<file path="src/rtl/clb_cfg_loader.sv">
// clb_cfg_loader: assembles MSB-first serial config frames and writes one frame per CLB
// Ports: clk_i/rst_i clock and synchronous active-high reset; start_i begins a load;
//   ser_data_i/ser_valid_i/ser_ready_o serial bit handshake; bits_o frame to the CLBs;
//   wr_en_o one-hot CLB write strobe; busy_o load in progress; done_o load complete.
module clb_cfg_loader #(
    parameter int NUM_CLB = 4,
    parameter int CFG_W   = 23
) (
    input  logic               clk_i,
    input  logic               rst_i,
    input  logic               start_i,
    input  logic               ser_data_i,
    input  logic               ser_valid_i,
    output logic               ser_ready_o,
    output logic [CFG_W-1:0]   bits_o,
    output logic [NUM_CLB-1:0] wr_en_o,
    output logic               busy_o,
    output logic               done_o
);
    localparam int IDX_W = NUM_CLB > 1 ? $clog2(NUM_CLB) : 1;
    localparam int CNT_W = CFG_W > 1 ? $clog2(CFG_W) : 1;

    typedef enum logic [2:0] {IDLE, SHIFT, WRITE, HOLD, DONE} state_t;

    state_t             state, state_n;
    logic [CNT_W-1:0]   cnt;
    logic [IDX_W-1:0]   idx;
    logic [CFG_W-1:0]   sreg;
    logic [CFG_W-1:0]   frame;
    logic               take, last_bit, last_clb;

    assign take     = ser_valid_i & ser_ready_o;
    assign last_bit = cnt == CNT_W'(CFG_W - 1);
    assign last_clb = idx == IDX_W'(NUM_CLB - 1);
    assign frame    = {sreg[CFG_W-2:0], ser_data_i};

    always_ff @(posedge clk_i) begin
        if (rst_i) begin
            state   <= IDLE;
            cnt     <= '0;
            idx     <= '0;
            sreg    <= '0;
            bits_o  <= '0;
            wr_en_o <= '0;
        end else begin
            state   <= state_n;
            wr_en_o <= '0;
            if ((state == IDLE || state == DONE) && start_i) begin
                cnt <= '0;
                idx <= '0;
            end
            if (state == SHIFT && take) begin
                sreg <= frame;
                cnt  <= last_bit ? '0 : cnt + 1'b1;
            end
            // Outputs are loaded on the edge entering WRITE so the strobe is visible for the whole WRITE cycle.
            if (state == SHIFT && take && last_bit) begin
                bits_o  <= frame;
                wr_en_o <= NUM_CLB'(1) << idx;
            end
            if (state == HOLD && !last_clb) idx <= idx + 1'b1;
        end
    end

    always_comb begin
        state_n = (state == IDLE || state == DONE) ? (start_i ? SHIFT : state) :
                  (state == SHIFT) ? ((take && last_bit) ? WRITE : SHIFT) :
                  (state == WRITE) ? HOLD :
                  (state == HOLD)  ? (last_clb ? DONE : SHIFT) : IDLE;
    end

    always_comb begin
        ser_ready_o = state == SHIFT;
        busy_o      = state == SHIFT || state == WRITE || state == HOLD;
        done_o      = state == DONE;
    end
endmodule

</file>
<file path="config.mk">
export PLATFORM = sky130hd
export DESIGN_NAME = clb_cfg_loader
export DESIGN_NICKNAME = d
export VERILOG_FILES = /design/src/rtl/clb_cfg_loader.sv
export SDC_FILE = /design/constraint.sdc
export NUM_CORES = 1
export LEC_CHECK = 0
export ABC_AREA = 1
export BUFFER_PORTS_ARGS = -buffer_cell sky130_fd_sc_hd__buf_2
export CAP_MARGIN = 5
export CORE_ASPECT_RATIO = 1.5
export CORE_UTILIZATION = 50
export DETAILED_ROUTE_END_ITERATION = 7
export GPL_ROUTABILITY_DRIVEN = 1
export GPL_TIMING_DRIVEN = 0
export PLACE_DENSITY = 0.69
export SLEW_MARGIN = 20
export SYNTH_ARGS = -nofsm -noshare
export SYNTH_HDL_FRONTEND = slang
export SYNTH_SLANG_ARGS = --single-unit
</file>
<file path="constraint.sdc">
create_clock -name clk_i -period 2.5 [get_ports clk_i]
set_input_delay 0.125 -clock clk_i [delete_from_list [all_inputs] [get_ports clk_i]]
set_output_delay 0.125 -clock clk_i [all_outputs]
set_load 0.02 [all_outputs]
</file>
==> results of run 1 <==
[registers in the layout, summed over array words and instances (netlist names)]
| register | cells |
|---|---|
| bits_o | 23 |
| sreg | 22 |
| cnt | 5 |
| wr_en_o | 4 |
| state | 3 |
| idx | 2 |
[area by class of cell]
| type | instances | share of cell area [%] |
|---|---|---|
| Clock buffer | 13 | 6.11 |
| Tap cell | 48 | 2.17 |
| Inverter | 23 | 3.12 |
| Sequential cell | 59 | 42.7 |
| Multi-Input combinational cell | 197 | 34.7 |
| Timing Repair Buffer | 34 | 6.15 |
| Clock inverter | 3 | 1.63 |
| Buffer | 16 | 3.44 |
[logic make-up after synthesis]
| kind of cell | synth area share [%] |
|---|---|
| and+or+nand+nor | 29.6 |
| DFF | 50.9 |
| AOI/OAI and AO/OA | 10.1 |
| buffers and inverters | 7.81 |
| adders and majority gates | 1.62 |
[layer usage]
layer  share of wire (%)  routed length [um]  track usage, %
met5                   0                   0               0
met4                 1.6                  76            9.98
met2                  52                2460            37.9
met1                  43                2030            22.9
met3                 3.5                 164            5.95
[path summary, 6_finish.rpt]
path,start,end,slack [ns],cells past startpoint
worst max-delay path,cnt[0],bits_o[4],1.03,6
worst min-delay path,ser_data_i,bits_o[0],0.05,3
worst max register to register,cnt[0],bits_o[4],1.03,6
worst min register to register,bits_o[10],bits_o[10],0.46,2
[critical path: cells and delay by family, from the launching register on]
family,cells,cell delay (ns)
compound gates,1,0.17
fa+ha+maj,1,0.19
buf+inv,1,0.09
flops,1,0.35
simple gates,3,0.61
[where the power goes]
| group | total (uW) | internal [uW] | leakage, uW | switching [uW] |
|---|---|---|---|---|
| Combinational | 112 | 34.9 | 0.000715 | 76.9 |
| Sequential | 982 | 965 | 0.000478 | 16.3 |
| Clock | 907 | 542 | 0.000102 | 365 |
[metrics by stage]
stage | util, % | instances
after floorplan | - | 295
after global placement | 56.7 | 377
after detailed placement | 56.7 | 377
after CTS | 61.4 | 393
after global routing | 61.4 | 393
final | 61.4 | 393
[cell usage in the layout (no fill, tap or decap)]
master / Yosys / layout
sky130_fd_sc_hd__clkbuf_1: 4 / 5
sky130_fd_sc_hd__nor2_4: 2 / 2
sky130_fd_sc_hd__nor2_1: 47 / 47
sky130_fd_sc_hd__nand2_2: 1 / 1
sky130_fd_sc_hd__buf_4: 2 / 2
sky130_fd_sc_hd__buf_6: 3 / 3
sky130_fd_sc_hd__nand3b_1: 1 / 1
sky130_fd_sc_hd__o21ai_1: 4 / 4
sky130_fd_sc_hd__ha_1: 3 / 3
sky130_fd_sc_hd__inv_2: 2 / 2
sky130_fd_sc_hd__nand4_1: 2 / 2
sky130_fd_sc_hd__nand4_2: 1 / 1
sky130_fd_sc_hd__a21oi_1: 17 / 17
sky130_fd_sc_hd__buf_1: 3 / 3
sky130_fd_sc_hd__o21ai_0: 26 / 26
sky130_fd_sc_hd__bufinv_16: 0 / 1
sky130_fd_sc_hd__clkinvlp_4: 0 / 2
sky130_fd_sc_hd__dfxtp_1: 59 / 59
sky130_fd_sc_hd__nand3_2: 1 / 1
sky130_fd_sc_hd__nand2_1: 41 / 41
sky130_fd_sc_hd__nand3_4: 1 / 1
sky130_fd_sc_hd__nand3_1: 47 / 47
sky130_fd_sc_hd__buf_2: 4 / 38
sky130_fd_sc_hd__inv_1: 21 / 21
sky130_fd_sc_hd__nor2_2: 2 / 2
sky130_fd_sc_hd__nor2_8: 1 / 1
sky130_fd_sc_hd__clkbuf_8: 0 / 12
==> impl.org, run 1 <==
** STA
- After layout, the worst setup slack is ~1 ns.
- Headroom to the max-slew limit came out at between 60% and 70%.
- Setup repair after global routing left no endpoint under its margin.
- The number of failing hold endpoints at the final stage was 0.
- Number of pins with negative max-slew slack in the final report :: 0
- Min Hold Slack :: 0.0485 ns
- Fin crit period :: about 1.5 ns
- Transition time at the pin with the least slew margin :: ~0.46 ns
- Number of failing setup endpoints in the final timing report :: 0
- Final Skew :: about 0.0032 ns
- Derived from the worst setup path, the maximum achievable clock frequency is 0.678 GHz.
- Portion of the clock cycle consumed by the worst path in the final layout :: 59.0%
- Setup total negative slack on the finished layout was measured at 0 ns.

** Power and ir drop
- Lkg Pwr :: 0.00129 uW
- Power density over cell area :: 723 nW/um^2
- Maximum vdd drop :: 0.000423 V
- The completed layout was analyzed and its total power is 2000 uW.

** Final layout
- Compared with the post-synthesis result, the final layout area differs by 19.1%.
- After filler insertion, the fill cell instance count of the layout stands at 430.
- Storage element area :: 1180 sq um
- Fraction of final layout cells with drive strength greater than 1 :: ~20%
- At the end of the flow, the number of nets in the layout was 348.
- Once layout is done, the placed cells without fillers occupy 2770 sq um.
- The number of antenna diodes in the final layout is 0.
- Summing all multi-input logic gate instances after layout gives 960 sq um.

** Global routing
- Entering global routing, the biggest net connects 11 pins.
- The via count of the first global-routing pass is 1,776.
- Wire length of the first global-routing pass :: between 7 and 8 mm
- Global routing finished with a remaining overflow of 0.
- Across every metal layer, demand over resource in global routing totals 21.4%.
- Number of antenna violations at the first check in global routing :: 0

** Synth
- When the netlist entered floorplanning its net count stood at approximately 300.
- Sequential element share of the synthesized area :: 50.9%
- Count leader, synth :: sky130_fd_sc_hd__dfxtp_1
- Among all flip-flop cells after synthesis, the most frequent one is sky130_fd_sc_hd__dfxtp_1.
- Counting flops and latches in the post-synthesis netlist gives between 50 and 60.
- Number of standard cells after synthesis :: around 300
- The mapped netlist covers 2320 sq um.
- Count of different cell masters after synthesis :: 24
- Counting flops with a built-in enable in the synthesized netlist gives 0.
- For this run, the number of Yosys warnings is 0.
- After synthesis, the cell types taking the most area are sky130_fd_sc_hd__dfxtp_1 51%, sky130_fd_sc_hd__nand3_1 10%, sky130_fd_sc_hd__nor2_1 7.6%.
- For this run, asynchronously set or reset flops after synthesis account for 0%.
- Post-synth top cells :: 59 x sky130_fd_sc_hd__dfxtp_1, 47 x sky130_fd_sc_hd__nand3_1, 47 x sky130_fd_sc_hd__nor2_1, 41 x sky130_fd_sc_hd__nand2_1, 26 x sky130_fd_sc_hd__o21ai_0
- Share of the synthesized area in the top cell type :: 50.9%
- Averaged over all synthesized cells, the footprint is 7.87 sq um.
- Cell type with the largest total area after synthesis :: sky130_fd_sc_hd__dfxtp_1

** Clock tree
- The number of hold buffers added after CTS was 0.
- TritonCTS created 9 clock buffers.
- Htree depth :: 3
- Once the clock tree was built, the setup fixing pass inserted 0 buffers.
- For this design, the sink count on the clock tree is between 50 and 60.
- Clock-pin slew was measured on the worst setup and hold paths at 0.06 ns.
- Clock insertion delay at the later pin of the skew report :: between 0.3 and 0.4 ns
- TritonCTS built the clock tree.
- CTS Root Buffer Type :: sky130_fd_sc_hd__clkbuf_8
- Worst-case clock buffer depth :: 2
- Number of gates resized after CTS :: 0

** Detailed routing
- Dividing the detail-routed wire length by the instance count gives 12.0 um.
- For this run, design rule violations remaining after detail routing come to 3.
- Length of the first detailed-routing pass in iterations :: 6
- Dividing the detail-routed via count by the number of cells gives roughly 5.1.
- The first routing iteration left 93 violations.
- Once detail routing completed, the nets flagged for antenna violations numbered 0.
- Vias :: 2,021
- Summed over all layers, the routed wires come to 4.73 mm.

** Die
- I/O pin count :: 35
- Core area :: 4500 sq um
- The floorplan has 30 rows.
- In this run the vertical extent of the chip is 85.5 um.
- The die covers 4930 sq um.
- Once the floorplan was initialized, standard cells occupied 51.6% of the core.
- The die is a little under 60 um wide.

** Placement
- Port bufs :: 34
- Detailed-placement wirelength estimate :: 3.37 mm
- Before CTS, the worst setup slack after placement is 1.05 ns.
- Cell area after placement :: around 2600 sq um
- Routability congestion estimate from global placement :: 0.806

** Setup path
- Cell at the slowest stage of the critical path :: sky130_fd_sc_hd__dfxtp_1
- In this run the worst path has a maximum fanout of 8.
- STA classifies the critical path endpoint as a flip-flop.
- Data arrival time at the worst-slack endpoint :: 1.74 ns
- The worst setup path is launched from a flip-flop.
- The signal on the critical path passes through inv_1 -> ha_1 -> nand4_2 -> nor2_8 -> nand2_1 -> o21ai_1.
- Required time of the critical path :: 2.76 ns
- Critical setup path kind :: flip-flop to flip-flop
- The largest single stage delay on the critical path is 0.35 ns.

** Run status
- The checks that failed: design-rule violations.
- The flow ran to the end, but the final reports show violations.

** Worst hold path
- Classification of the worst-slack hold path :: input pin to flip-flop

** Flow run
- Max-cap violations :: 0
(Power assumes the default switching activity.)
==> run 2, diff against run 1 <==
Clock period 2.5 ns to 1.5 ns, I/O delays scaled along.
==> run 2 against run 1 <==
Against the previous run:
- non-clock buffer count grew 2
- design area increased by 1.5%
- routed wire length grew 1.1%
- sequential share of layout area fell by 0.58 points
- cell count up 0.51%
- critical endpoint is now wr_en_o[3]
- die area stayed put
- global-route usage unchanged
- the run still ends with design-rule violations left
- first-iteration DRC count up 2.2%
==> impl.org, run 2 (synthesis gave the netlist of run 1 again) <==
** Clock tree
- Clock insertion delay at the later pin of the skew report :: 0.34 ns
- Htree depth :: 3
- In this run the deepest clock path goes through 2 buffers.
- Clock tree from TritonCTS :: done
- Clock net sink count :: 59
- Clock transition at path regs :: 0.06 ns
- Counting the buffers created by CTS gives 9.
- CTS Root Buffer Type :: sky130_fd_sc_hd__clkbuf_8

** Setup path
- The worst register-to-register path ends at wr_en_o[3].
- Required time of the critical path :: 1.78 ns
- In this run the critical register-to-register path is launched from cnt[1].
- Critical path startpoint category :: flip-flop
- Reg2Reg Depth :: 6
- STA classifies the critical path endpoint as a flip-flop.
- In this run the worst path has a maximum fanout of 10.
- Data arrives at the worst endpoint at 1.68 ns.
- Register-to-register path setup slack :: 0.09 ns
- Critical setup path kind :: flip-flop to flip-flop

** STA
- Unrepaired setup endpoints after global routing :: false
- Final Skew :: roughly 0.0038 ns
- Slew margin rel. :: 69.2%
- The worst path uses 93.7% of the clock period.
- Across all hold checks on the routed design, the worst slack comes to around 0.0087 ns.
- The max-slew violation count is 0.
- The routed design could run at a clock period as short as 1.41 ns.
- Transition time at the pin with the least slew margin :: 0.462 ns
- Timing would allow up to roughly 0.71 GHz.
- Setup total negative slack on the finished layout was measured at 0 ns.
- Setup violations remaining at the end of the flow were counted as 0.
- Hold Violations, Final :: 0

** Final layout
- In the final layout, the registers with the most flip-flops are bits_o x23, sreg x22, cnt x5.
- The register with the most flip-flops in the layout has 23 of them.
- In the final layout, the multi-input gates occupy 978 sq um.
- Register with the highest flop count :: bits_o
- In the final layout, flip-flops and latches occupy 1180 sq um.
- Final nets :: 350
- Relative area change from synthesis to final layout :: 20.9%
- Fraction of final layout cells with drive strength greater than 1 :: 21.0%
- Fill count :: 421
- The number of antenna diodes in the final layout is 0.
- Leaving out fill and tap cells, the most frequent cells in the layout are 58 x sky130_fd_sc_hd__dfxtp_1, 47 x sky130_fd_sc_hd__nand3_1, 46 x sky130_fd_sc_hd__nor2_1.
- With fillers left out, the area of the finished cells amounts to 2810 sq um.
- The library cell used most frequently in the layout, excluding fill and tap cells, is sky130_fd_sc_hd__dfxtp_1.

** Run status
- Result of the run :: finished with violations
- Violated checks :: design-rule violations

** Die
- From bottom edge to top edge, the die measures 85.5 um.
- The die is roughly 58 um wide.
- 35 I/O pins were placed.
- Initial Utilization :: 51.6%
- Cell Rows :: 30
- In this run the standard cell core region covers 4500 sq um.
- The die covers between 4000 and 5000 sq um.

** Detailed routing
- The detailed router finished its first iteration with 95 violations.
- Routed wire length per instance :: approximately 12 um
- DRC violations left :: 3
- Detail Route Antenna Nets :: 0
- Final wirelength :: 4.78 mm
- Length of the first detailed-routing pass in iterations :: 6
- Vias :: 2,039
- Using the TritonRoute via totals, the vias-per-cell ratio works out to 5.16.

** Global routing
- The via count of the first global-routing pass was 1,788.
- Entering global routing, the biggest net connects 11 pins.
- For this run the aggregate overflow at the end of global routing stands at 0.
- Global-route usage over all layers :: 21.4%
- Number of antenna violations at the first check in global routing :: 0
- The first global-routing pass estimated 7.82 mm of wire.

** Worst hold path
- Worst hold path endpoint :: cnt[4]
- Start point of the worst min-delay path :: rst_i
- The tightest min-delay check is of the input pin to flip-flop type.
- Along the worst hold path, the cell count comes to 2.

** Power and ir drop
- Combinational group share of total power :: between 5 and 6%
- In this run the power density over the cells is 1190 nW/um^2.
- Seq pwr share :: 49.0%
- The design draws ~3300 uW.
- Maximum vdd drop :: 0.000711 V
- Internal power of the cells :: around 2600 uW
- Sw Pwr :: 765 uW
- Summed over all cells, the static leakage comes to 0.00129 uW.
- Power share of the clock group :: 45.3%
- Net switching is 22.9% of the power.

** Placement
- Routability congestion estimate from global placement :: 0.806
- The HPWL after detailed placement is 3.37 mm.
- Port bufs :: 34
- Cell area after placement :: around 2600 sq um

** Flow run
- Max-cap violations :: 0
-- run 2: changes by cell type in the layout (fill, tap and decap cells not counted), sizes merged --
cell         before  now
dlygate4sd3       0    1
buf              46   47
-- run 2: metrics by stage --
stage	setup WS (ns)	util (%)	std cells
after CTS	0.0307	61.6	394
after floorplan	0.232	-	295
after global placement	0.0522	56.7	377
after global routing	0.00386	62.3	395
after detailed placement	0.0485	56.7	377
final	0.0949	62.3	395
-- run 2: metal layers --
metal  up-vias  track usage [%]  wire length [um]
li1       1062                -                 -
met5         -                0                 0
met2        52             38.2              2440
met4         0             9.98                89
met1       918             22.8              2020
met3         7             5.95               230
-- run 2: worst max-delay path, stage by stage, from the launching register on --
cell                      delay (ns)
sky130_fd_sc_hd__dfxtp_1        0.42
sky130_fd_sc_hd__ha_1           0.25
sky130_fd_sc_hd__nand4_4        0.15
sky130_fd_sc_hd__nor2_8         0.18
sky130_fd_sc_hd__buf_6          0.17
sky130_fd_sc_hd__nand3_2        0.09
sky130_fd_sc_hd__nor2_2         0.08
-- run 2: worst max-delay path by stage --
stage	from	endpoint	slack, ns	cells past startpoint
floorplan	cnt[0]	wr_en_o[2]	0.23	7
global placement	cnt[0]	bits_o[6]	0.05	6
detailed placement	cnt[0]	bits_o[6]	0.05	6
CTS	cnt[0]	bits_o[6]	0.03	6
global route	cnt[1]	bits_o[4]	0.004	7
finish	cnt[1]	wr_en_o[3]	0.09	6
-- run 2: timing repair --
action,in CTS,in global routing
buffers inserted,0,1
hold buffers,1,0
setup endpoints to repair,0,23
endpoints found under the hold margin,1,0
gates resized for setup,0,6
-- run 2: layout make-up --
type,instances,share of cell area [%]
clock inverters,3,1.60
plain buffers,16,3.52
flip-flops and latches,59,42.1
clock buffers,13,6.02
repair buffers,36,6.68
inverters,23,3.07
multi-input cells,197,34.8
well taps,48,2.14
-- run 2: power groups by stage --
stage                     clock (uW)  combinational (uW)  sequential [uW]
after CTS                       1540                 190             1640
after detailed placement           0                 187             1670
final                           1510                 189             1640
after global routing            1610                 216             1640
after global placement             0                 184             1670
after floorplan                    0                 139             1660
